File: src/rtl/pkt_router_mc.sv
// Multicast packet router: masked-key lookup into a registered lookup stage, then per-channel output registers.
// Latency: input handshake in cycle N gives pkt_out_vld_out in cycle N+2 when the outputs are free; counter strobes also appear in N+2.
// Backpressure: stage L holds a packet until every routed channel has loaded it or the blocked-output timeout fires.
//               pkt_in_rdy_out is asserted when stage L is empty or completes in the same cycle.
// Optional build macro PKT_ROUTER_DEFAULT_ROUTE_EN adds reg_dflt_route_in, which is used as the route on a table miss.
module pkt_router_mc #(
   parameter int PACKET_BITS  = 72,
   parameter int NUM_RREGS    = 16,
   parameter int KEY_LSB      = 8,
   parameter int NUM_CHANNELS = 8,
   parameter int WAIT_CYCLES  = 256,
   parameter int WAIT_BITS    = 16
) (
   input  logic                                     clk,
   input  logic                                     reset,
   input  logic [NUM_RREGS-1:0][31:0]               reg_key_in,
   input  logic [NUM_RREGS-1:0][31:0]               reg_mask_in,
   input  logic [NUM_RREGS-1:0][NUM_CHANNELS-1:0]   reg_route_in,
`ifdef PKT_ROUTER_DEFAULT_ROUTE_EN
   input  logic [NUM_CHANNELS-1:0]                  reg_dflt_route_in,
`endif
   input  logic [PACKET_BITS-1:0]                   pkt_in_data_in,
   input  logic                                     pkt_in_vld_in,
   output logic                                     pkt_in_rdy_out,
   output logic [NUM_CHANNELS-1:0][PACKET_BITS-1:0] pkt_out_data_out,
   output logic [NUM_CHANNELS-1:0]                  pkt_out_vld_out,
   input  logic [NUM_CHANNELS-1:0]                  pkt_out_rdy_in,
   output logic [1:0]                               rt_cnt_out
);

   // Stage L states.
   localparam logic [0:0] ST_EMPTY    = 1'b0;
   localparam logic [0:0] ST_DISPATCH = 1'b1;

   // Timeout threshold in counter width.
   localparam logic [WAIT_BITS-1:0] WAIT_LIMIT = WAIT_BITS'(WAIT_CYCLES);
   localparam bit                   WAIT_EN    = (WAIT_CYCLES != 0);

   // Stage L state.
   logic [0:0]              l_state;
   logic [PACKET_BITS-1:0]  l_data;
   logic [NUM_CHANNELS-1:0] l_pend;
   logic [WAIT_BITS-1:0]    wait_cnt;

   // Lookup results for the packet currently offered at the input.
   logic [31:0]             lk_key;
   logic                    lk_hit;
   logic [NUM_CHANNELS-1:0] lk_route;
   logic [NUM_CHANNELS-1:0] cap_route;

   // Dispatch bookkeeping.
   logic                    in_dispatch;
   logic [NUM_CHANNELS-1:0] can_load;
   logic [NUM_CHANNELS-1:0] load;
   logic [NUM_CHANNELS-1:0] remain;
   logic                    done_zero;
   logic                    done_fwd;
   logic                    timed_out;
   logic                    l_done;
   logic                    accept;

   assign lk_key = pkt_in_data_in[KEY_LSB +: 32];

   // Priority lookup: scan from the top so the lowest-index hit is left standing.
   always_comb begin
      lk_hit   = 1'b0;
      lk_route = '0;
      for (int e = NUM_RREGS - 1; e >= 0; e--) begin
         if ((lk_key & reg_mask_in[e]) == reg_key_in[e]) begin
            lk_hit   = 1'b1;
            lk_route = reg_route_in[e];
         end
      end
   end

   // Route captured into stage L: the table route on a hit, otherwise the miss route.
   always_comb begin
      cap_route = lk_route;
      if (!lk_hit) begin
`ifdef PKT_ROUTER_DEFAULT_ROUTE_EN
         cap_route = reg_dflt_route_in;
`else
         cap_route = '0;
`endif
      end
   end

   // Dispatch decisions: which channels load this cycle and how stage L completes.
   always_comb begin
      in_dispatch = (l_state == ST_DISPATCH);
      // An output register can take a packet when it is empty or being drained this cycle.
      can_load    = ~pkt_out_vld_out | pkt_out_rdy_in;
      load        = in_dispatch ? (l_pend & can_load) : '0;
      remain      = l_pend & ~load;
      // A zero pending mask can only come from a miss or an empty route, never from delivery.
      done_zero   = in_dispatch && (l_pend == '0);
      done_fwd    = in_dispatch && (l_pend != '0) && (remain == '0);
      timed_out   = WAIT_EN && in_dispatch && !done_zero && !done_fwd && (wait_cnt == WAIT_LIMIT);
      l_done      = done_zero || done_fwd || timed_out;
   end

   assign pkt_in_rdy_out = !reset && (!in_dispatch || l_done);
   assign accept         = pkt_in_vld_in && pkt_in_rdy_out;

   // Stage L register: capture on handshake, shrink the pending mask as channels load, free on completion.
   always_ff @(posedge clk) begin
      if (reset) begin
         l_state  <= ST_EMPTY;
         l_data   <= '0;
         l_pend   <= '0;
         wait_cnt <= '0;
      end else if (accept) begin
         l_state  <= ST_DISPATCH;
         l_data   <= pkt_in_data_in;
         l_pend   <= cap_route;
         wait_cnt <= '0;
      end else if (l_done) begin
         l_state  <= ST_EMPTY;
         l_pend   <= '0;
         wait_cnt <= '0;
      end else if (in_dispatch) begin
         l_pend   <= remain;
         // Any channel making progress restarts the blocked-output window.
         if (load != '0) begin
            wait_cnt <= '0;
         end else begin
            wait_cnt <= wait_cnt + WAIT_BITS'(1);
         end
      end
   end

   // Per-packet counter strobes: exactly one of drop/forward per completed packet.
   always_ff @(posedge clk) begin
      if (reset) begin
         rt_cnt_out <= 2'b00;
      end else begin
         rt_cnt_out <= {done_fwd, done_zero || timed_out};
      end
   end

   // Output registers: load from stage L, hold while stalled, clear valid once consumed.
   always_ff @(posedge clk) begin
      if (reset) begin
         pkt_out_vld_out  <= '0;
         pkt_out_data_out <= '0;
      end else begin
         for (int c = 0; c < NUM_CHANNELS; c++) begin
            if (load[c]) begin
               pkt_out_vld_out[c]  <= 1'b1;
               pkt_out_data_out[c] <= l_data;
            end else if (pkt_out_rdy_in[c]) begin
               pkt_out_vld_out[c]  <= 1'b0;
            end
         end
      end
   end

endmodule

File: config.mk
export PLATFORM = sky130hd
export DESIGN_NAME = pkt_router_mc
export DESIGN_NICKNAME = d
export VERILOG_FILES = /design/src/rtl/pkt_router_mc.sv
export SDC_FILE = /design/constraint.sdc
export NUM_CORES = 2
export LEC_CHECK = 0
export ABC_CLOCK_PERIOD_IN_PS = 3700
export CORE_AREA = 5 5 707 709
export DETAILED_ROUTE_END_ITERATION = 10
export DIE_AREA = 0 0 712 714
export DONT_BUFFER_PORTS = 1
export HOLD_SLACK_MARGIN = 0.1
export PLACE_DENSITY = 0.3
export RECOVER_POWER = 100
export SYNTH_ARGS = -nofsm -noshare
export SYNTH_HDL_FRONTEND = slang
export SYNTH_SLANG_ARGS = --single-unit
File: constraint.sdc
create_clock -name clk -period 3.7 [get_ports clk]
set_input_delay 0.185 -clock clk [delete_from_list [all_inputs] [get_ports clk]]
set_output_delay 0.185 -clock clk [all_outputs]
set_load 0.03 [all_outputs]
==> Word-level counts from Yosys, hierarchy flattened <==
Cells that the tools add are included.
{ "classes": {"n_mux": 56, "n_eq_ne": 17, "n_bitwise": 21, "reduce_logical": 31, "n_addsub": 1} }
{ "ops": {"columns": ["op", "count"], "rows": [
  ["$and A32 B32 Y32", 16],
  ["$eq A32 B32 Y1", 16],
  ["$mux W8", 21],
  ["$mux W1", 34],
  ["$reduce_bool A2 Y1", 9],
  ["$add A16 B1 Y16 const B", 1],
  ["$and A8 B8 Y8", 2],
  ["$eq A16 B9 Y1 const B", 1],
  ["$logic_not A8 Y1", 2],
  ["$mux W16", 1],
  ["$not A8 Y8", 2],
  ["$reduce_bool A8 Y1", 2],
  ["$logic_and A1 B1 Y1", 8],
  ["$or A8 B8 Y8", 1],
  ["$logic_not A1 Y1", 4],
  ["$logic_or A1 B1 Y1", 4],
  ["$reduce_bool A3 Y1", 1],
  ["$reduce_or A3 Y1", 1]
]} }
{ "word_totals": {"out_inout_bits": 587, "register_bits": 683, "word_cells": 147, "inputBits": 1235} }

==> Longest topological paths before layout <==
{ "depth": {"ltp_word": 20, "depth_mapped": 13, "mapped_depth_nobuf": 11} }

==> Worst setup path after synthesis <==
Ideal clock, no wire load.
{ "synth_timing": {"path_kind": "reg2reg", "startpoint": "register pkt_out_vld_out[1]", "endpoint": "register wait_cnt[10]", "period_less_slack_ps": 2481, "stages_incl_launch_ff": 11, "arrival_time_ps": 2364, "n_path_buf": 2, "path_slack_ps": 1219, "setup_time_ps": 117, "required_ps": 3583, "cell_sequence": "dfxtp_1 -> nand2b_1 -> o221ai_1 -> o311ai_2 -> nor2_1 -> nor3b_1 -> buf_2 -> a21oi_1 -> nand4_1 -> buf_2 -> nor2_1"} }
{ "synth_via": {"elab_chain_len": 16, "elab_cells_between_ends": 19, "classes_between": "2 x mux; 5 x bitwise; 12 x reduce/logical"} }
{ "synth_lines": {"columns": ["item", "line_no", "text"], "rows": [
  ["start: declaration", "26", "output logic [NUM_CHANNELS-1:0] pkt_out_vld_out,"],
  ["start signal: assignment", "144", "pkt_out_vld_out <= '0;"],
  ["start signal: indexed assignment", "149", "pkt_out_vld_out[c] <= 1'b1;"],
  ["start signal: indexed assignment", "152", "pkt_out_vld_out[c] <= 1'b0;"],
  ["$not A8 Y8 (*)", "92", "can_load = ~pkt_out_vld_out | pkt_out_rdy_in;"],
  ["$or A8 B8 Y8 (*)", "92", null],
  ["$and A8 B8 Y8 (*)", "93", "load = in_dispatch ? (l_pend & can_load) : '0;"],
  ["$mux W8 (*)", "93", null],
  ["$not A8 Y8", "94", "remain = l_pend & ~load;"],
  ["$and A8 B8 Y8", "94", null],
  ["$logic_not A8 Y1", "97", "done_fwd = in_dispatch && (l_pend != '0) && (remain == '0);"],
  ["$logic_and A1 B1 Y1", "97", null],
  ["$logic_not A1 Y1", "98", "timed_out = WAIT_EN && in_dispatch && !done_zero && !done_fwd && (wait_cnt == WAIT_LIMIT);"],
  ["$logic_and A1 B1 Y1 (2 in a row)", "98", null],
  ["$logic_or A1 B1 Y1", "99", "l_done = done_zero || done_fwd || timed_out;"],
  ["$logic_or A1 B1 Y1", "102", "assign pkt_in_rdy_out = !reset && (!in_dispatch || l_done);"],
  ["$logic_and A1 B1 Y1", "102", null],
  ["$logic_and A1 B1 Y1", "103", "assign accept = pkt_in_vld_in && pkt_in_rdy_out;"],
  ["$reduce_or A3 Y1 (no line)", null, null],
  ["end signal: assignment", "127", "wait_cnt <= wait_cnt + WAIT_BITS'(1);"],
  ["end: declaration", "43", "logic [WAIT_BITS-1:0] wait_cnt;"]
]} }
Every way passes the cells marked *; elsewhere a longest branch is shown, timed or not.
A chain may end at the register's enable or synchronous reset.

==> Worst setup path after layout <==
{ "layout_timing": {"startpoint": "input port reg_mask_in[62] (netlist name)", "endpoint": "register l_pend[4]"} }
{ "layout_via": {"elab_chain_len": 6, "elab_cells_between_ends": 8, "classes_between": "1 x eq/ne; 6 x mux; 1 x bitwise"} }
{ "layout_lines": {"columns": ["item", "line_no", "text"], "rows": [
  ["start: declaration", "17", "input logic [NUM_RREGS-1:0][31:0] reg_mask_in,"],
  ["$and A32 B32 Y32 (*)", "69", "if ((lk_key & reg_mask_in[e]) == reg_key_in[e]) begin"],
  ["$eq A32 B32 Y1 (*)", "69", null],
  ["$mux W8 / $mux W1 (equally long branches) (2 in a row)", "69", null],
  ["$mux W8 (*)", "79", "if (!lk_hit) begin"],
  ["$mux W8 (*)", "112", "end else if (accept) begin"],
  ["end signal: assignment", "115", "l_pend <= cap_route;"],
  ["end signal: assignment", "122", "l_pend <= remain;"],
  ["end: declaration", "42", "logic [NUM_CHANNELS-1:0] l_pend;"]
]} }
Marked as above.

==> impl_metrics.ini <==
[synthesis]
yosysTopAreaCell = dfxtp_1
ys.flop_type = dfxtp_1
async_reset_ff_share_pct = 0
synth_fp_nets = 6010
synth.distinct_cells = 71
syn_area_um2 = 35400
netlist_instances = 4773
synth_top_cells_by_area = dfxtp_1 (39%), nand2_1 (13%), a21oi_1 (12%)
ys_ff_latch = 683
synth-seq-area-share_pct = 38.6
synth_common_cells = nand2_1 (1,257), a21oi_1 (858), dfxtp_1 (683)
synth_edf_count = 0
syn_avg_cell_area_um2 = 7.41
synth_top_area_share_pct = 38.6
synth_warnings = 0
synth_most_common_cell = nand2_1

[floorplan]
io_pins = 1822
rows = 258
start_util_pct = 7.19
core_area_um2 = 492000
die_area_um2 = 508000
die_w_um = 712
die_h_um = 714

[cells_and_area]
num-nets-final = 6753
drive_gt1_share_pct = 6.15
seqCellArea_um2 = 13700
design_area_um2 = 56100
multiInputGateArea_um2 = 20000
area_delta_synth_final_pct = 58.6
utilization_pct = 11.4
fillers = 57000

[route]
post-route-drc-count = 0
highest_layer = met5
wl_met3_um = 50900
totalWireLength_um = 443000
wl_per_cell_um = 35.9
vias = 43000
drtAntennaViolNets = 0
wl_met1_um = 160000
vias_per_cell = 3.48
drtIter0Drc = 4206
dr.pass1.iters = 6
met2_length_um = 212000

[clock_tree]
h-tree-depth = 3
cts_tree = yes
cts_max_path_buffers = 4
clock_latency_ns = 0.87
root_buffer = clkbuf_16
path_clk_slew_ns = 0.05
cts-buffers-inserted = 97
clock-sinks = 683

[setup_path]
cp-start-kind = primary input
critical_path_required_ns = 4.41
critPathMaxFanout = 10
critPathCaptureType = flop
r2r_cells = 10
cp.arrival_ns = 4.56
path_class = in -> reg

[sta]
worst_pin_slew_ns = 1.81
fmax_ghz = 0.260
timing.final.crit_share_pct = 104
hold_violations = 0
setup_viol = 6
timing.slew.headroom_pct = -20.9
fin_tns_setup_ns = -0.475
clock-skew-final_ns = 0.102
rsz0062_at_grt = no
finalCriticalPeriod_ns = 3.84
fin_ws_ns = -0.141
drv_slew = 269

[placement]
dpl-instance-area_um2 = 43400
gp_congestion = 0.969
hpwl_um = 351000
port_buffers = 0

[global_routing]
grt_first_pass_wirelength_um = 532000
grt_start_max_net_pins = 432
grt_pass1_vias = 39500
antenna_found_initial = 324
grt_usage_pct = 16.6
grt-ovfl-total = 0

[power]
p_per_area_nw_per_um2 = 337
p_leak_uw = 0.0206
ir_drop_v = 0.000323

[hold_path]
whs_path_depth = 6
hold_class = in -> reg

[outcome]
violations = slew limit, setup timing
status = complete, but fails checks

[run]
drv_cap = 0
==> layer usage <==
metal	GRT usage [%]	vias to the layer above
met3	7.85	689
met5	0	-
li1	-	18600
met4	5.95	138
met2	28.4	2383
met1	17.7	21200
==> through the flow <==
stage / power [uW] / instances / hold slack, ns / setup WS (ns)
2_1_floorplan: 8580 / 4773 / 0.294 / 1.22
4_1_cts: 19500 / 12100 / 0.100 / 0.0192
6_report: 18900 / 12300 / 0.229 / -0.141
5_1_grt: 19800 / 12200 / 0.173 / 0.0180
3_3_place_gp: 8970 / 11000 / 0.296 / -1.57
3_5_place_dp: 8950 / 11000 / 0.303 / -1.58
==> layout by cell type, fill, tap and decap left out, drive strengths merged, types with 13 or more instances in the layout <==
cell type and instances:
a211oi 132, a21boi 134, a21o 131, a21oi 858, and3 267, and3b 130, buf 116, clkbuf 177
clkinv 14, dfxtp 683, diode 258, dlygate4sd3 889, inv 41, nand2 1257, nand2b 91, nand3 149
nand3b 13, nand4 69, nor2 41, nor2b 15, nor3 24, nor4 22, o21ai 87, o22a 128
==> kinds of logic after synthesis <==
kind of cell | count (synthesis) | share of synthesized area (%)
adder cells (fa/ha/maj) | 2 | 0.0707
XOR/XNOR | 15 | 0.371
AO/OA/AOI/OAI | 1532 | 26.6
flip-flops | 683 | 38.6
AND/OR/NAND/NOR | 2105 | 28.9
buffers and inverters | 432 | 5.34
multiplexers | 4 | 0.113
==> critical path: stages <==
cell and delay [ns]:
a21oi_1 0.15, o22a_2 0.50, nand4_1 1.15, nor4_4 0.54
buf_4 0.28, clkbuf_2 0.28, buf_4 0.20, mux2i_1 0.29
and3_1 0.23, a21oi_1 0.07, dlygate4sd3_1 0.55
==> registers in the layout, summed over array words and instances, names as in the netlist <==
name	flops
l_data	72
in_dispatch	1
pkt_out_data_out	576
pkt_out_vld_out	8
rt_cnt_out	2
wait_cnt	16
l_pend	8
==> area by class of cell <==
class / instances / share of cell area, %
flip-flops and latches: 683 / 24.4
clock inverters: 34 / 0.745
well taps: 6500 / 14.5
multi-input cells: 3658 / 35.7
repair buffers: 1042 / 18.3
inverters: 34 / 0.227
clock buffers: 140 / 5.04
diodes: 258 / 1.15
==> power by group <==
group          leakage (uW)  internal, uW  switching, uW
combinational        0.0135           661            726
sequential          0.00552          7410            299
clock               0.00158          5690           4140
total                0.0206         13800           5160
==> repair_timing <==
| action | CTS | global route |
|---|---|---|
| buffers inserted | 1 | 0 |
| endpoints found under the hold margin | 667 | 0 |
| pin swaps | 2 | 0 |
| setup endpoints to repair | 8 | 15 |
| hold buffers | 895 | 0 |
| resized for setup | 1 | 2 |
==> worst paths after layout <==
path                                        start                       to  slack (ns)
setup / recovery                  reg_mask_in[62]   l_pend[4]$_SDFFE_PP0P_       -0.14
hold reg to reg           l_data[60]$_SDFFE_PP0P_  l_data[60]$_SDFFE_PP0P_        0.47
setup reg to reg  pkt_out_vld_out[4]$_SDFFE_PP0P_   l_pend[6]$_SDFFE_PP0P_        0.18
hold / removal                     reg_key_in[17]   l_pend[6]$_SDFFE_PP0P_        0.23
(Power assumes the default switching activity.)
